$ cat src/rtl/pc_stall_ctrl.sv
// Hazard/stall scheduler for the fetch front end.
// Combines load-use, ID-stage branch operand, instruction-fetch wait and
// multi-cycle MDU hazards into one stall that freezes the PC and the IF/ID
// register and inserts a bubble into ID/EX. It also tracks MDU occupancy
// and keeps a saturating count of stall cycles.
module pc_stall_ctrl #(
    parameter int unsigned MULT_CYCLES = 5,
    parameter int unsigned DIV_CYCLES  = 10
) (
    input  logic        clk,
    input  logic        rst,
    input  logic        ImemReady,
    input  logic [4:0]  RsD,
    input  logic [4:0]  RtD,
    input  logic        UseRsD,
    input  logic        UseRtD,
    input  logic        IsBrD,
    input  logic        RegWriteE,
    input  logic        MemToRegE,
    input  logic [4:0]  WriteRegE,
    input  logic        MemToRegM,
    input  logic [4:0]  WriteRegM,
    input  logic        MduStartE,
    input  logic        MduIsDivE,
    input  logic        MduReadD,
    output logic        PCEn,
    output logic        FDEn,
    output logic        DEClr,
    output logic        MduBusy,
    output logic        MduErr,
    output logic [31:0] StallCnt
);

    typedef enum logic {
        IDLE = 1'b0,
        BUSY = 1'b1
    } mdu_state_t;

    // Counter load values; the 1..255 parameter range fits in 8 bits.
    localparam logic [7:0] MULT_LOAD = 8'(MULT_CYCLES);
    localparam logic [7:0] DIV_LOAD  = 8'(DIV_CYCLES);

    mdu_state_t  state;
    logic [7:0]  cnt;
    logic        busy_r;
    logic        err_r;
    logic [31:0] stall_cnt;

    logic        match_e;
    logic        match_m;
    logic        haz_lu;
    logic        haz_br;
    logic        haz_fw;
    logic        haz_md;
    logic        stall;

    // Saturating increment: the stall counter sticks at all-ones.
    function automatic logic [31:0] sat_inc(input logic [31:0] v);
        return (v == 32'hFFFF_FFFF) ? v : v + 32'd1;
    endfunction

    // True when the ID instruction reads register r; r0 never matches.
    function automatic logic reg_match(
        input logic [4:0] r,
        input logic [4:0] rs,
        input logic [4:0] rt,
        input logic       use_rs,
        input logic       use_rt
    );
        return (r != 5'd0) && ((use_rs && (rs == r)) || (use_rt && (rt == r)));
    endfunction

    // Hazard detection: every source is independent and simply ORed.
    always_comb begin
        match_e = reg_match(WriteRegE, RsD, RtD, UseRsD, UseRtD);
        match_m = reg_match(WriteRegM, RsD, RtD, UseRsD, UseRtD);
        haz_lu  = MemToRegE && RegWriteE && match_e;
        haz_br  = IsBrD && ((RegWriteE && match_e) || (MemToRegM && match_m));
        haz_fw  = !ImemReady;
        haz_md  = MduReadD && (busy_r || MduStartE);
        stall   = haz_lu || haz_br || haz_fw || haz_md;
    end

    // Pipeline controls; reset freezes fetch and keeps a bubble in ID/EX.
    always_comb begin
        PCEn  = 1'b0;
        FDEn  = 1'b0;
        DEClr = 1'b1;
        if (!rst) begin
            PCEn  = !stall;
            FDEn  = !stall;
            DEClr = stall;
        end
    end

    // MDU occupancy FSM; runs freely regardless of pipeline stalls.
    always_ff @(posedge clk) begin
        if (rst) begin
            state  <= IDLE;
            cnt    <= 8'd0;
            busy_r <= 1'b0;
            err_r  <= 1'b0;
        end else begin
            case (state)
                IDLE: begin
                    if (MduStartE) begin
                        state  <= BUSY;
                        cnt    <= MduIsDivE ? DIV_LOAD : MULT_LOAD;
                        busy_r <= 1'b1;
                    end
                end
                BUSY: begin
                    // A start while occupied is dropped and flagged.
                    if (MduStartE) begin
                        err_r <= 1'b1;
                    end
                    if (cnt == 8'd1) begin
                        state  <= IDLE;
                        cnt    <= 8'd0;
                        busy_r <= 1'b0;
                    end else begin
                        cnt <= cnt - 8'd1;
                    end
                end
                default: begin
                    state  <= IDLE;
                    cnt    <= 8'd0;
                    busy_r <= 1'b0;
                end
            endcase
        end
    end

    // Saturating stall-cycle counter.
    always_ff @(posedge clk) begin
        if (rst) begin
            stall_cnt <= 32'd0;
        end else if (stall) begin
            stall_cnt <= sat_inc(stall_cnt);
        end
    end

    assign MduBusy  = busy_r;
    assign MduErr   = err_r;
    assign StallCnt = stall_cnt;

endmodule

$ cat config.mk
export PLATFORM = sky130hd
export DESIGN_NAME = pc_stall_ctrl
export DESIGN_NICKNAME = d
export VERILOG_FILES = /design/src/rtl/pc_stall_ctrl.sv
export SDC_FILE = /design/constraint.sdc
export NUM_CORES = 1
export LEC_CHECK = 0
export CAP_MARGIN = 20
export CELL_PAD_IN_SITES_DETAIL_PLACEMENT = 0
export CELL_PAD_IN_SITES_GLOBAL_PLACEMENT = 1
export CORE_AREA = 2 2 80 113
export DETAILED_ROUTE_END_ITERATION = 8
export DIE_AREA = 0 0 82 115
export PLACE_DENSITY = 0.69
export SYNTH_ARGS = -nofsm -noshare
export SYNTH_HDL_FRONTEND = slang
export SYNTH_SLANG_ARGS = --single-unit
$ cat constraint.sdc
create_clock -name clk -period 2.65 [get_ports clk]
set_input_delay 0.53 -clock clk [delete_from_list [all_inputs] [get_ports clk]]
set_output_delay 0.53 -clock clk [all_outputs]
set_load 0.1 [all_outputs]
* Word-level counts from Yosys, hierarchy flattened *
Index checks and enable logic that the tools add are counted.

word-level totals
  input bits = 32
  logic and storage cells = 55
  output and inout port bits = 37
  register bits after elaboration = 43

cells by class
  add/sub/neg operators = 2
  multiplexer cells = 12
  eq/ne operators = 8
  bitwise logic cells = 2
  reduce and logical (&&, ||, !) cells = 26

operator list
  cell                     number
  $add A32 B1 Y32 const B  1
  $eq A32 B32 Y1 const B   1
  $eq A5 B5 Y1             4
  $mux W8                  2
  $pmux W8 S2              1
  $logic_and A1 B1 Y1      12
  $reduce_bool A5 Y1       2
  $eq A8 B1 Y1 const B     1
  $sub A8 B1 Y8 const B    1
  $logic_or A1 B1 Y1       7
  $mux W1                  6
  $reduce_and A2 Y1        3
  $mux W4                  1
  $pmux W1 S2              2
  $logic_not A1 Y1         2
  $ne A2 B1 Y1 const B     1
  $ne A2 B2 Y1 const B     1
  $not A1 Y1               2

* Logic depth before layout (Yosys ltp) *
Gate-level depths: netlist (run 1).

  depth after elaboration = 12
  gate-level depth with buffers = 9
  depth with buffers taken out = 8

* Worst setup path before layout (run 1) *
OpenSTA, ideal clock, no wires.

  path kind = input -> output
  start = input port WriteRegM[0]
  end = output port DEClr
  data required time = 2.120 ns
  slack = -1.946 ns
  buffers on the path = 0
  stages = 6
  arrival time = 4.066 ns
  path through = or3_1 > o311a_1 > a22oi_4 > and2_1 > nor2b_1 > inv_1

on the way
  word-level cells in the longest chain between the ends = 11
  elaborated cells on any way between the ends = 14
  classes of those cells = eq/ne: 2; mux: 1; reduce/logical: 11

RTL lines
  item                                  line  source
  start, declared                       22    input logic [4:0] WriteRegM,
  $eq A5 B5 Y1                          70    return (r != 5'd0) && ((use_rs && (rs == r)) || (use_rt && (rt == r)));
  $logic_and A1 B1 Y1                   70
  $logic_or A1 B1 Y1                    70
  $logic_and A1 B1 Y1 (*)               70
  $logic_and A1 B1 Y1 (*)               78    haz_br = IsBrD && ((RegWriteE && match_e) || (MemToRegM && match_m));
  $logic_or A1 B1 Y1 (*)                78
  $logic_and A1 B1 Y1 (*)               78
  $logic_or A1 B1 Y1 (*) (3 in series)  81    stall = haz_lu || haz_br || haz_fw || haz_md;
  $mux W1 (*)                           89    if (!rst) begin
  end, declared                         28    output logic DEClr,

Mark *: on every way between the ends. The rest lies on a longest branch, timed or not.

* Worst setup path after layout (run 1) *
  start = input port WriteRegM[1]
  end = output port DEClr

Same word-level chain as after synthesis.

==> run summary, run 1 <==
Status -> finished, final reports clean
Largest net degree at the start of global routing -> 44
Synthesized net count -> 344
PnR worst setup slack -> 0.0230 ns
Area fraction in compound gates after synthesis -> 22.6%
Drt drc -> 0
LEAKAGE -> 1.29 nW
Cts hold-fix bufs -> 0
Post-Synth XOR/XNOR Area -> 9.51%
Clk sink count -> 43
Clock slew at reported path FFs -> 0.06 ns
DRT Pass-1 Iters -> 4
Drt total wl -> 7240 µm
Final worst-path cycle share -> 99.1%
Pwr Density -> 471 nW/µm²
Commonest non-fill, non-tap cell in the layout -> buf_4
Register area share after synthesis -> 34.6%
Post-synth EDFFs -> 0
CTS Root Cell -> clkbuf_16
Fill cells -> 886
Hpwl dp -> 5430 µm
Largest area contributor in the netlist -> dfxtp_1
Main combinational cell family by area after synthesis -> simple AND/OR/NAND/NOR gates
Period minus WS final -> 2.63 ns
Simple-Gate Fraction of Synth Area -> 26.9%
Flip-flop and latch area -> 863 µm²
Place WS -> -0.380 ns
Crit end category -> output pin
YS warnings -> 0
Mux contribution to synthesized area -> 0.453%
Flops & latches, synth -> 43
Fin nets -> 425
Diode count -> 0
Post-route ant nets -> 0
Max Buffers Root-to-Sink -> 2
Worst-Skew Late Latency -> 0.28 ns
Post-Syn Area -> 2490 µm²
Crit path launch type -> input pin
WS Path Type -> input pin to output pin
Worst slew margin -> 68.6%
Max-slew violations -> 0
Most frequent cells in the layout -> buf_4, dfxtp_1, a21oi_1, xnor2_1, nand2_1
Antenna violations before repair -> 0
Multi-input logic area -> 1550 µm²
Number of setup violations in the final report -> 0
Post-Synth Adder-Cell Area -> 1.51%
Die height -> 115 µm
Worst vdd ir -> 255 µV
PortBufs -> 68
Area share of the largest cell type after synthesis -> 34.6%
Post-synth top flop -> dfxtp_1
Worst Max-Slew Pin Slew -> 0.471 ns
Synth area leaders -> dfxtp_1, xnor2_1, a21oi_1
Vias in the first global route -> 2,470
Worst hold path class -> flop to flop
Vias after detailed routing -> 2,594
Required time of the critical path -> 2.12 ns
Clk_skew -> 0.00378 ns
CTS tree -> done
Wire length on met3 -> 361 µm
Synthesis-to-finish area growth -> 39.8%
CTS H-tree depth -> 2
RSZ-0062 raised after global routing -> yes
Met2 routed WL -> 3810 µm
Die width -> 82 µm
Async S/R FF share, synth -> 0%
Initial Utilization -> 29.6%
Total Routing Usage GR -> 16.4%
Wl on met1 -> 3020 µm
Yosys cell types -> 42
Die ar. -> 9430 µm²
Highest Signal Layer -> met4
Final GP Congestion -> 0.824
Avg Cell Area, Syn -> 8.05 µm²
FMAX -> 381 MHz
Hold slack -> 0.461 ns
Crit Path Max Fanout -> 3
CORE AREA -> 8410 µm²
Share of cells above drive strength 1 -> 20.7%
WL/cell -> 14.6 µm
GRT overflow -> 0
FP Rows -> 40
Global-route wire length before repair -> 12,100 µm
Vias/cell -> 5.23
Hold Vio Cnt, Final -> 0
DRT iter0 DRCs -> 112
Data arrival time of the worst path -> 2.10 ns
Post-Synthesis Cells -> 309
Total CTS buffers -> 5
Boundary Pins -> 69
Max-cap violations -> 0
[area by class of cell]
cell class | instances | area share, %
well taps | 105 | 3.78
multi-input cells | 243 | 44.7
clock buffers | 7 | 3.81
flip-flops and latches | 43 | 24.8
repair buffers | 89 | 21.9
inverters | 8 | 0.863
clock inverters | 1 | 0.144
[final timing paths]
kind / startpoint / to / slack, ns / depth (start not counted)
setup / recovery: WriteRegM[1] / DEClr / 0.02 / 8
setup reg to reg: StallCnt[0]$_SDFFE_PP0P_ / StallCnt[4]$_SDFFE_PP0P_ / 0.39 / 8
hold reg to reg: cnt[3]$_SDFFE_PP0P_ / cnt[3]$_SDFFE_PP0P_ / 0.46 / 2
hold / removal: cnt[3]$_SDFFE_PP0P_ / cnt[3]$_SDFFE_PP0P_ / 0.46 / 2
[kinds of logic (layout without fill, tap and decap cells)]
logic type	Yosys count	in the layout
simple gates	124	124
compound gates	88	88
flops	43	43
xor+xnor	27	27
buf+inv	23	105
fa+ha+maj	3	3
mux	1	1
[metrics by stage]
stage	area, µm²	std cells	util (%)	setup TNS, ns	power, mW
6_report	3480	496	41.4	0	1.64
5_1_grt	3480	496	41.4	-0.0154	1.73
4_1_cts	3470	496	41.2	-0.0332	1.67
3_5_place_dp	3330	487	39.6	-7.50	1.07
3_3_place_gp	3330	487	39.6	-6.54	1.07
2_1_floorplan	2500	309	-	-1.25	0.931
[critical path: stages]
cell and delay [ns]:
buf_6 0.09, or3_4 0.38, o311a_1 0.33, a22oi_4 0.14
and2_4 0.16, nor2b_4 0.22, inv_2 0.07, buf_12 0.16
[synth_stat cells (2+ instances only)]
| cell type | instances |
|---|---|
| a211oi_1 | 7 |
| a21oi_1 | 37 |
| a311oi_1 | 2 |
| a31oi_1 | 2 |
| and2_1 | 7 |
| and3_1 | 5 |
| and4_1 | 4 |
| buf_2 | 3 |
| buf_6 | 2 |
| clkbuf_1 | 9 |
| dfxtp_1 | 43 |
| ha_1 | 3 |
| inv_1 | 8 |
| nand2_1 | 25 |
| nand3_1 | 11 |
| nand4_1 | 12 |
| nand4b_1 | 2 |
| nor2_1 | 21 |
| nor2b_1 | 4 |
| nor3_1 | 5 |
| o21ai_0 | 17 |
| o31ai_1 | 12 |
| or3_1 | 13 |
| or4_1 | 11 |
| xnor2_1 | 27 |
[per-layer routing]
| metal | vias up | track usage (%) |
|---|---|---|
| met4 | 0 | 5.00 |
| met2 | 58 | 29.1 |
| met1 | 1225 | 19.4 |
| met3 | 4 | 3.38 |
| li1 | 1307 | - |
| met5 | - | 0 |
[power by group]
group	switching, mW	internal, mW	leakage (nW)
clock network	0.245	0.348	0.0679
registers	0.0239	0.669	0.349
logic	0.211	0.143	0.869
total	0.479	1.16	1.29
[state kept, by name, summed over array words and instances (netlist names)]
register / flops
StallCnt: 32
cnt: 8
MduErr: 1
MduBusy: 1
state: 1
[what timing repair did]
item                                    4_1_cts  5_1_grt
gates resized for setup                      33        5
setup buffers                                 1        0
pin swaps                                     7        2
endpoints found under the setup margin       15       13
Note: power is estimated with default switching activity, not from simulation.
==> run 2, diff against run 1 <==
Settings changed: CORE_AREA 2 2 80 113 to 10 10 88 121, DIE_AREA 0 0 82 115 to 0 0 98 131.
==> run 2 against run 1 <==
  * Final area is 1.8% higher
  * Worst hold slack better by 0.0040 ns
  * Sequential power hardly changed
  * Sequential share of layout area is 0.43 points lower
  * Clock skew is 0.0026 ns higher
  * Register-to-register slack worse by 0.04 ns
  * Critical endpoint is now PCEn
  * Largest power group unchanged
  * Highest routed layer unchanged
==> run summary, run 2 (synthesis gave the netlist of run 1 again) <==
Drt total wl -> 7520 µm (+3.8%)
Final worst-path cycle share -> 98.0% (-1.2 points)
Hold Crit Start -> cnt[3]$_SDFFE_PP0P_
Die ar. -> 12,800 µm² (+36%)
Required time of the critical path -> 2.12 ns (about the same)
Crit Path Max Fanout -> 3 (unchanged)
Worst hold path class -> flop to flop
Boundary Pins -> 69 (unchanged)
Logic pwr share -> 21.7% (about the same)
WL/cell -> 15.1 µm (+3.4%)
Share of cells above drive strength 1 -> 21.6% (+0.91 points)
Power share of the clock group -> 36.9% (+0.7 points)
CP cell instances -> dlygate4sd2_1, buf_4, o311a_4, a22oi_4, and2_4, nor2b_4, buf_6, buf_12
Crit path max-delay family -> buffers and inverters
Clk sink count -> 43 (unchanged)
Diode count -> 0 (unchanged)
Psw -> 0.486 mW (+1.5%)
FMAX -> 385 MHz (+1.2%)
Final GP Congestion -> 0.838 (+1.6%)
CTS tree -> done
Commonest non-fill, non-tap cell in the layout -> buf_4
LEAKAGE -> 1.31 nW (+1.6%)
Hold slack -> 0.465 ns (+0.00405 ns)
Cts hold-fix bufs -> 0 (unchanged)
Part of the power in registers -> 41.3% (-1.0 points)
Worst slew margin -> 70.0% (+1.5 points)
Total Routing Usage GR -> 11.7% (-4.7 points)
PortBufs -> 68 (unchanged)
Post-route ant nets -> 0 (unchanged)
Status -> finished, final reports clean
Vias/cell -> 5.11 (-2.2%)
P_int -> 1.19 mW (+2.5%)
Worst Max-Slew Pin Slew -> 0.449 ns (-0.0221 ns)
Most frequent cells in the layout -> buf_4, dfxtp_1, a21oi_1, xnor2_1, nand2_1
GRT overflow -> 0 (unchanged)
Clock slew at reported path FFs -> 0.06 ns (about the same)
Sw Share -> 29.0% (-0.21 points)
Vias after detailed routing -> 2,546 (-1.9%)
Design area -> 3540 µm² (+1.8%)
Placed Cells incl. Taps -> 490 (+0.62%)
RSZ-0062 raised after global routing -> no
Post-DP Area -> 3360 µm² (+1.1%)
Vias in the first global route -> 2,442 (-1.1%)
Worst R2R Setup Slack -> 0.35 ns (-0.04 ns)
CTS Root Cell -> clkbuf_16
Number of setup violations in the final report -> 0 (unchanged)
Crit-path slowest cell -> o311a_4
Die width -> 98 µm (+20%)
Largest net degree at the start of global routing -> 42 (-4.5%)
CORE AREA -> 8460 µm² (+0.60%)
Fin nets -> 428 (+0.71%)
DRT iter0 DRCs -> 159 (+42%)
Core Util, Final -> 41.8% (+0.48 points)
Max-slew violations -> 0 (unchanged)
Initial Utilization -> 29.4% (-0.18 points)
Data arrival time of the worst path -> 2.07 ns (-0.03 ns)
DRT Pass-1 Iters -> 4 (unchanged)
Max stage delay on crit path -> 0.37 ns (about the same)
Setup TNS -> 0 ns (unchanged)
WS Path Type -> input pin to output pin
Max reg flops -> 32 (unchanged)
Hold Vio Cnt, Final -> 0 (unchanged)
Fin cells -> 498 (+0.40%)
Synthesis-to-finish area growth -> 42.3%
Buf+Inv Stages, Crit Path -> 4 (+1)
Total CTS buffers -> 5 (unchanged)
FP Rows -> 40 (unchanged)
Worst-Skew Late Latency -> 0.29 ns (about the same)
Crit path launch type -> input pin
Hpwl dp -> 5880 µm (+8.2%)
Pwr Density -> 474 nW/µm² (+0.45%)
Max-cap violations -> 0 (unchanged)
Worst vdd ir -> 346 µV (+36%)
Max Buffers Root-to-Sink -> 2 (unchanged)
Global-route wire length before repair -> 12,500 µm (+3.2%)
Fill cells -> 881 (-0.56%)
Antenna violations before repair -> 0 (unchanged)
Period minus WS final -> 2.60 ns (-0.0306 ns)
CTS H-tree depth -> 2 (unchanged)
Die height -> 131 µm (+14%)
Clk_skew -> 0.00640 ns (+0.00261 ns)
Crit end category -> output pin
Drt drc -> 0 (unchanged)
Critical path origin -> WriteRegM[3]
Worst r2r src -> StallCnt[0]$_SDFFE_PP0P_
==> run 2: worst paths after layout <==
path                               endpoint  depth (start not counted)
hold reg to reg         cnt[3]$_SDFFE_PP0P_                          2
setup reg to reg  StallCnt[14]$_SDFFE_PP0P_                          8
setup / recovery                       PCEn                          8
hold / removal          cnt[3]$_SDFFE_PP0P_                          2
==> run 2: tightest hold or removal path, stage by stage, from the launching register on <==
cell and delay [ns]:
dfxtp_1 0.31, nand2_1 0.05, a21oi_1 0.05
==> run 2: what timing repair did <==
action / 4_1_cts / 5_1_grt
buffers inserted: 1 / 0
gates resized for setup: 41 / 2
pin swaps: 7 / 2
endpoints found under the setup margin: 11 / 3
==> run 2: per-layer routing <==
layer  vias up  GRT usage [%]  wire (µm)
met2        58           20.8       3820
met1      1164           13.7       3260
met5         -              0          0
met4         0           3.60        117
met3        10           2.57        315
li1       1314              -          -
==> run 2: cell type report <==
| cell class | instances | area, µm² | area share, % |
|---|---|---|---|
| multi-input combinational | 243 | 1570 | 44.2 |
| sequential | 43 | 863 | 24.4 |
| timing repair buffer | 92 | 806 | 22.8 |
| clock buffer | 6 | 139 | 3.92 |
| tap | 105 | 131 | 3.71 |
| inverter | 8 | 30.0 | 0.848 |
| clock inverter | 1 | 5.00 | 0.141 |
==> run 2: power groups by stage <==
stage	sequential, mW	clock [mW]	combinational (mW)
2_1_floorplan	0.753	0	0.178
3_3_place_gp	0.707	0	0.367
3_5_place_dp	0.707	0	0.367
4_1_cts	0.693	0.641	0.366
5_1_grt	0.696	0.663	0.397
6_report	0.693	0.619	0.364
==> run 2: through the flow <==
step / setup WS, ns / power, mW
3_5_place_dp: -0.395 / 1.07
4_1_cts: -0.00165 / 1.70
5_1_grt: 0.00342 / 1.76
2_1_floorplan: -0.672 / 0.931
3_3_place_gp: -0.358 / 1.07
6_report: 0.0536 / 1.68
